## src/rtl/crc16_serial_encoder.sv

```systemverilog
// Serial CRC-16 transmitter: forwards MSG_LEN message bits, then appends the 16-bit remainder MSB-first.
// Build option CRC16_INIT_ONES_EN: preload the shift register with 16'hFFFF instead of 16'h0000.
module crc16_serial_encoder #(
  parameter int unsigned MSG_LEN = 32,
  parameter logic [15:0] POLY    = 16'h1021
) (
  input  logic        clock,
  input  logic        resetn,
  input  logic        start,
  input  logic        data,
  output logic        dout,
  output logic        dout_valid,
  output logic        busy,
  output logic        done,
  output logic [15:0] crc
);

`ifdef CRC16_INIT_ONES_EN
  localparam logic [15:0] INIT = 16'hFFFF;
`else
  localparam logic [15:0] INIT = 16'h0000;
`endif

  // The same counter later walks the 16 CRC bits, so it never gets narrower than 4 bits.
  localparam int CW_MSG = $clog2(MSG_LEN + 1);
  localparam int CW     = (CW_MSG < 4) ? 4 : CW_MSG;
  localparam logic [CW-1:0] MSG_LAST = CW'(MSG_LEN - 1);
  localparam logic [CW-1:0] CRC_LAST = CW'(15);

  typedef enum logic [1:0] {S_IDLE, S_MSG, S_CRC, S_DONE} state_t;

  state_t        state;
  logic [15:0]   sr;
  logic [15:0]   hold;
  logic [CW-1:0] cnt;
  logic          fb;
  logic [15:0]   sr_msg;

  assign fb     = data ^ sr[15];
  assign sr_msg = {sr[14:0], 1'b0} ^ (fb ? POLY : 16'h0000);

  always_ff @(posedge clock) begin
    if (!resetn) begin
      state      <= S_IDLE;
      sr         <= INIT;
      hold       <= 16'h0000;
      cnt        <= '0;
      dout       <= 1'b0;
      dout_valid <= 1'b0;
      busy       <= 1'b0;
      done       <= 1'b0;
      crc        <= 16'h0000;
    end else begin
      done <= 1'b0;
      case (state)
        S_IDLE: begin
          dout       <= 1'b0;
          dout_valid <= 1'b0;
          busy       <= 1'b0;
          // busy is still high in the done cycle, which keeps a start there from launching a frame.
          if (start && !busy) begin
            sr    <= INIT;
            cnt   <= '0;
            busy  <= 1'b1;
            state <= S_MSG;
          end
        end
        S_MSG: begin
          sr         <= sr_msg;
          dout       <= data;
          dout_valid <= 1'b1;
          if (cnt == MSG_LAST) begin
            cnt   <= '0;
            hold  <= sr_msg;
            state <= S_CRC;
          end else begin
            cnt <= cnt + CW'(1);
          end
        end
        S_CRC: begin
          dout       <= sr[15];
          sr         <= {sr[14:0], 1'b0};
          dout_valid <= 1'b1;
          if (cnt == CRC_LAST) state <= S_DONE;
          else                 cnt   <= cnt + CW'(1);
        end
        S_DONE: begin
          dout       <= 1'b0;
          dout_valid <= 1'b0;
          busy       <= 1'b1;
          done       <= 1'b1;
          crc        <= hold;
          state      <= S_IDLE;
        end
        default: state <= S_IDLE;
      endcase
    end
  end

endmodule
```

## config.mk

```make
export PLATFORM = sky130hd
export DESIGN_NAME = crc16_serial_encoder
export DESIGN_NICKNAME = d
export VERILOG_FILES = /design/src/rtl/crc16_serial_encoder.sv
export SDC_FILE = /design/constraint.sdc
export NUM_CORES = 1
export LEC_CHECK = 0
export ABC_CLOCK_PERIOD_IN_PS = 2400
export CORE_MARGIN = 2
export CORE_UTILIZATION = 56
export CTS_CLUSTER_SIZE = 14
export DETAILED_ROUTE_END_ITERATION = 7
export PLACE_DENSITY = 0.89
export RECOVER_POWER = 100
export SYNTH_ARGS = -nofsm -noshare
export SYNTH_HDL_FRONTEND = slang
export SYNTH_SLANG_ARGS = --single-unit
```

## constraint.sdc

```tcl
create_clock -name clock -period 2.4 [get_ports clock]
set_clock_uncertainty 0.2 [all_clocks]
set_input_delay 0.48 -clock clock [delete_from_list [all_inputs] [get_ports clock]]
set_output_delay 0.48 -clock clock [all_outputs]
set_load 0.05 [all_outputs]
```

# Word level (Yosys, flattened, before mapping)
# Cells that the tools add are included.
op_classes:
  n_addsub: 1
  n_mul: 0
  div_mod_pow: 0
  n_lt_le_gt_ge: 0
  n_eq_ne: 9
  shifts: 0
  muxes: 16
  bitwise: 2
  n_reduce_logical: 11
ops:
  columns: ["op", "count"]
  rows:
  - ["$pmux 16 s3", 1]
  - ["$mux 6", 3]
  - ["$pmux 6 s3", 1]
  - ["$mux 16", 1]
  - ["$xor 16x13->16", 1]
  - ["$mux 13", 1]
  - ["$ne 2x2->1 const B", 4]
  - ["$pmux 2 s4", 1]
  - ["$add 6x1->6 const B", 1]
  - ["$eq 6x4->1 const B", 1]
  - ["$eq 6x5->1 const B", 1]
  - ["$mux 2", 3]
  - ["$reduce_and 3->1", 2]
  - ["$eq 2x2->1 const B", 2]
  - ["$pmux 1 s2", 2]
  - ["$reduce_and 2->1", 2]
  - ["$reduce_or 2->1", 2]
  - ["$pmux 1 s3", 1]
  - ["$reduce_bool 3->1", 1]
  - ["$eq 2x1->1 const B", 1]
  - ["$logic_not 2->1", 1]
  - ["$mux 1", 2]
  - ["$reduce_bool 2->1", 1]
  - ["$logic_and 1x1->1", 1]
  - ["2 further kinds", 2]
word_totals:
  reg_bits: 60
  latch_bits: 0
  mem_bits_rw: 0
  rom_bits: 0
  out_inout_bits: 20
  word_cells: 48
  memories: 0

# Logic depth before layout (Yosys ltp)
logic_depth:
  word_depth: 4
  ltp_mapped: 7
  mapped_depth_nobuf: 6

# Worst setup path before layout
# OpenSTA, ideal clock, no wires.
synth_path:
  path_kind: "reg-to-reg"
  startpoint: "reg busy"
  endpoint: "reg sr[5]"
  setup_time_ps: 122
  arrival_time_ps: 1615
  t_required_ps: 2078
  path_slack_ps: 463
  stages_incl_launch_ff: 6
  n_path_buf: 1
  synth_period_minus_slack_ps: 1937
  path_cell_list: "dfxtp_1 > nand2b_4 > a21o_1 > buf_2 > nor2_1 > a221o_1"
synth_via:
  elab_chain_len: 4
synth_rtl:
  columns: ["item", "line_no", "text"]
  rows:
  - ["start: declaration", "13", "output logic busy,"]
  - ["start signal: assignment", "50", "busy <= 1'b0;"]
  - ["start signal: assignment", "59", "busy <= 1'b0;"]
  - ["start signal: assignment", "64", "busy <= 1'b1;"]
  - ["$logic_not 1->1", "61", "if (start && !busy) begin"]
  - ["$logic_and 1x1->1", "61", null]
  - ["$ne 2x2->1 (no line)", null, null]
  - ["$reduce_and 2->1 (no line)", null, null]
  - ["end signal: assignment", "69", "sr <= sr_msg;"]
  - ["end signal: assignment", "82", "sr <= {sr[14:0], 1'b0};"]
  - ["end: declaration", "33", "logic [15:0] sr;"]
# Every way passes these cells.
# A chain may end at the register's enable or synchronous reset.

# Worst setup path in the final report
layout_path:
  startpoint: "reg busy"
  endpoint: "out busy"
# No word-level cell between the ends.

==> results.py <==
metrics = {
    "worst_hold_path": {
        "hp-start": "hold[15]$_SDFFE_PN0P_",
        "hold_path_end": "hold[15]$_SDFFE_PN0P_",
        "hold_depth": 2,
        "hold_class": "register to register",
    },
    "grt": {
        "antenna_found_initial": 0,
        "grt_first_pass_wirelength_um": 8230,
        "grt_max_degree": 55,
        "grt_overflow": 0,
        "grt.total_usage_pct": 20.7,
        "grt_pass1_vias": 1819,
    },
    "power_and_ir_drop": {
        "ir_drop_mv": 0.543,
        "power_mw": 2.54,
        "power.density_nw_per_um2": 847,
        "p_leak_nw": 1.09,
    },
    "synthesis": {
        "synth_cell_type_count": 37,
        "syn_nets": 288,
        "syn_area_um2": 2550,
        "syn_inst": 277,
        "ys_seq_elements": 60,
        "synth-seq-area-share_pct": 47.1,
        "synth-warning-count": 0,
        "synth-edff-count": 0,
        "ys_top_cells_by_area": "dfxtp_1 47%, a21boi_0 8.5%, nand2_1 7.7%",
        "synthFlopType": "dfxtp_1",
        "yosysTopAreaCellShare_pct": 47.1,
        "ys_top_cells_by_count": "60 x dfxtp_1, 52 x nand2_1, 29 x a21boi_0",
        "synth-async-reset-ratio_pct": 0,
        "synth_top_cell_by_area": "dfxtp_1",
        "avgSynthCellArea_um2": 9.21,
        "yosys.cell_count.top_type": "dfxtp_1",
    },
    "sta": {
        "fmax_mhz": 447,
        "holdWs_ps": 261,
        "report.final.slew_viol_count": 0,
        "relSlewSlack_pct": 56.8,
        "finalCriticalPeriod_ps": 2240,
        "hold_viol": 0,
        "rsz0062_at_grt": "no",
        "tightest_slew_ps": 648,
        "fin_crit_sh_pct": 93.2,
        "fin_tns_setup_ps": 0,
        "finalSetupViolations": 0,
    },
    "worst_setup_path": {
        "reg2reg_slack_ps": 320,
        "r2r_start": "state[1]$_SDFFE_PN0P_",
        "critPathMaxStageDelay_ps": 880,
        "startpoint_type": "register",
        "crit_required_ps": 1720,
        "worstReg2RegEnd": "sr[4]$_SDFFE_PN0P_",
        "crit_buf_inv": 1,
        "worstSetupPathType": "register to primary output",
        "reg2reg_depth": 6,
        "end_kind": "primary output",
        "slowest_stage": "dlygate4sd3_1",
        "arrival_ps": 1560,
        "cp_top_family": "buffers and inverters",
        "cp_cell_sequence": "dlygate4sd3_1",
        "worstPathMaxFanout": 3,
    },
    "floorplanning": {
        "rows": 24,
        "start_util_pct": 58.2,
        "dieArea_um2": 5110,
        "coreArea_um2": 4380,
        "ios": 24,
        "die_w_um": 71.5,
        "die_y_um": 71.5,
    },
    "cells_and_area": {
        "nets": 318,
        "antenna_cells": 0,
        "area_growth_pct": 17.4,
        "utilization_pct": 68.3,
        "design_area_um2": 2990,
        "drive_above_1_share_pct": 7.12,
    },
    "placement": {
        "dp_hpwl_um": 3180,
        "place_congestion": 0.856,
        "postPlaceCellArea_um2": 2870,
        "portBuffers": 23,
    },
    "clock_network": {
        "post_cts_buffers": 0,
        "cts_root_buf": "clkbuf_8",
        "cts_tree": "done",
        "cts_sinks": 60,
        "post_cts_resize_count": 0,
        "numCtsBuffers": 9,
        "htree_levels": 3,
        "cts_max_path_buffers": 2,
        "postCtsHoldBufs": 0,
        "clk_transition_reported_paths_ps": 60,
        "clk_latency_ps": 340,
    },
    "flow_run": {
        "max-cap-violations": 0,
    },
    "route": {
        "first_pass_iters": 4,
        "route.vias.total": 1955,
        "drcViolationCount": 0,
        "wl_per_cell_um": 13.4,
        "drt_iter0_drc": 94,
        "ant_nets": 0,
        "post_drt_via_cell_ratio": 5.42,
        "drt-total-wl_um": 4850,
    },
    "status": {
        "outcome": "finished, final reports clean",
    },
}
-- per-layer routing --
layer	vias up	track usage, %	part of all wire [%]
met1	880	25.7	45
met2	55	32.3	47
met3	13	6.89	5.1
li1	1007	-	-
met4	0	9.85	2.6
met5	-	0	0
-- power breakdown --
part / internal [mW] / total (mW) / switching, mW
combinational: 0.259 / 0.751 / 0.492
clock: 0.352 / 0.705 / 0.353
sequential: 1.04 / 1.08 / 0.0360
total: 1.65 / 2.54 / 0.881
-- cell usage in the layout, fill, tap and decap left out, types with 3 or more instances in the layout --
master / synthesis / routed
clkbuf_1: 8 / 4
nand2_1: 52 / 52
nor2_1: 8 / 8
ha_1: 7 / 7
dlygate4sd3_1: 0 / 21
clkbuf_8: 0 / 9
o21ai_0: 5 / 5
and3_1: 3 / 3
xnor2_1: 4 / 4
nand3_1: 17 / 17
mux2i_1: 17 / 17
nor2b_1: 19 / 19
a21oi_1: 8 / 8
and2_1: 4 / 3
a21boi_0: 29 / 30
buf_4: 1 / 5
inv_1: 4 / 4
dfxtp_1: 60 / 60
-- state kept, by name, indices dropped and copies added, names as in the netlist --
name        flops
sr             16
state           2
dout            1
cnt             6
dout_valid      1
busy            1
done            1
hold           16
crc            16
-- cell type report --
class / count / area (um2)
multi-input cells: 198 / 1260
inverters: 4 / 15.0
fillers: 345 / 1390
flip-flops and latches: 60 / 1200
clock inverters: 3 / 17.5
well taps: 52 / 65.1
clock buffers: 10 / 128
repair buffers: 34 / 309
-- stage by stage --
| step | instances | worst slack (ps) |
|---|---|---|
| 2_1_floorplan | 277 | 463 |
| 3_3_place_gp | 348 | 80.1 |
| 3_5_place_dp | 348 | 36.9 |
| 4_1_cts | 361 | 209 |
| 5_1_grt | 361 | 96.6 |
| 6_report | 361 | 163 |
-- worst max path at each step --
stage / end / start / slack, ps / cells after the start
finish: busy / busy$_SDFFE_PN0N_ / 160 / 1
global placement: cnt[5]$_SDFFE_PN0P_ / start / 80 / 5
CTS: busy / busy$_SDFFE_PN0N_ / 210 / 1
detailed placement: cnt[3]$_SDFFE_PN0P_ / start / 40 / 5
global route: sr[2]$_SDFFE_PN0P_ / state[0]$_SDFFE_PN0P_ / 100 / 6
floorplan: sr[5]$_SDFFE_PN0P_ / busy$_SDFFE_PN0N_ / 460 / 5
-- logic make-up after synthesis --
group                      count (synthesis)  synth area share, %
buffers and inverters                     19                 3.48
adders and majority gates                  7                 3.43
and+or+nand+nor                          113                 21.6
DFF                                       60                 47.1
xor gates and xnor gates                   5                 1.72
AOI/OAI and AO/OA                         56                 15.9
muxes                                     17                 6.67
-- worst min-delay path, stage by stage (launching register included) --
cell      delay, ps
dfxtp_1         310
nand2_1          50
a21boi_0         60
No activity file was read; power rests on OpenSTA's default activity.
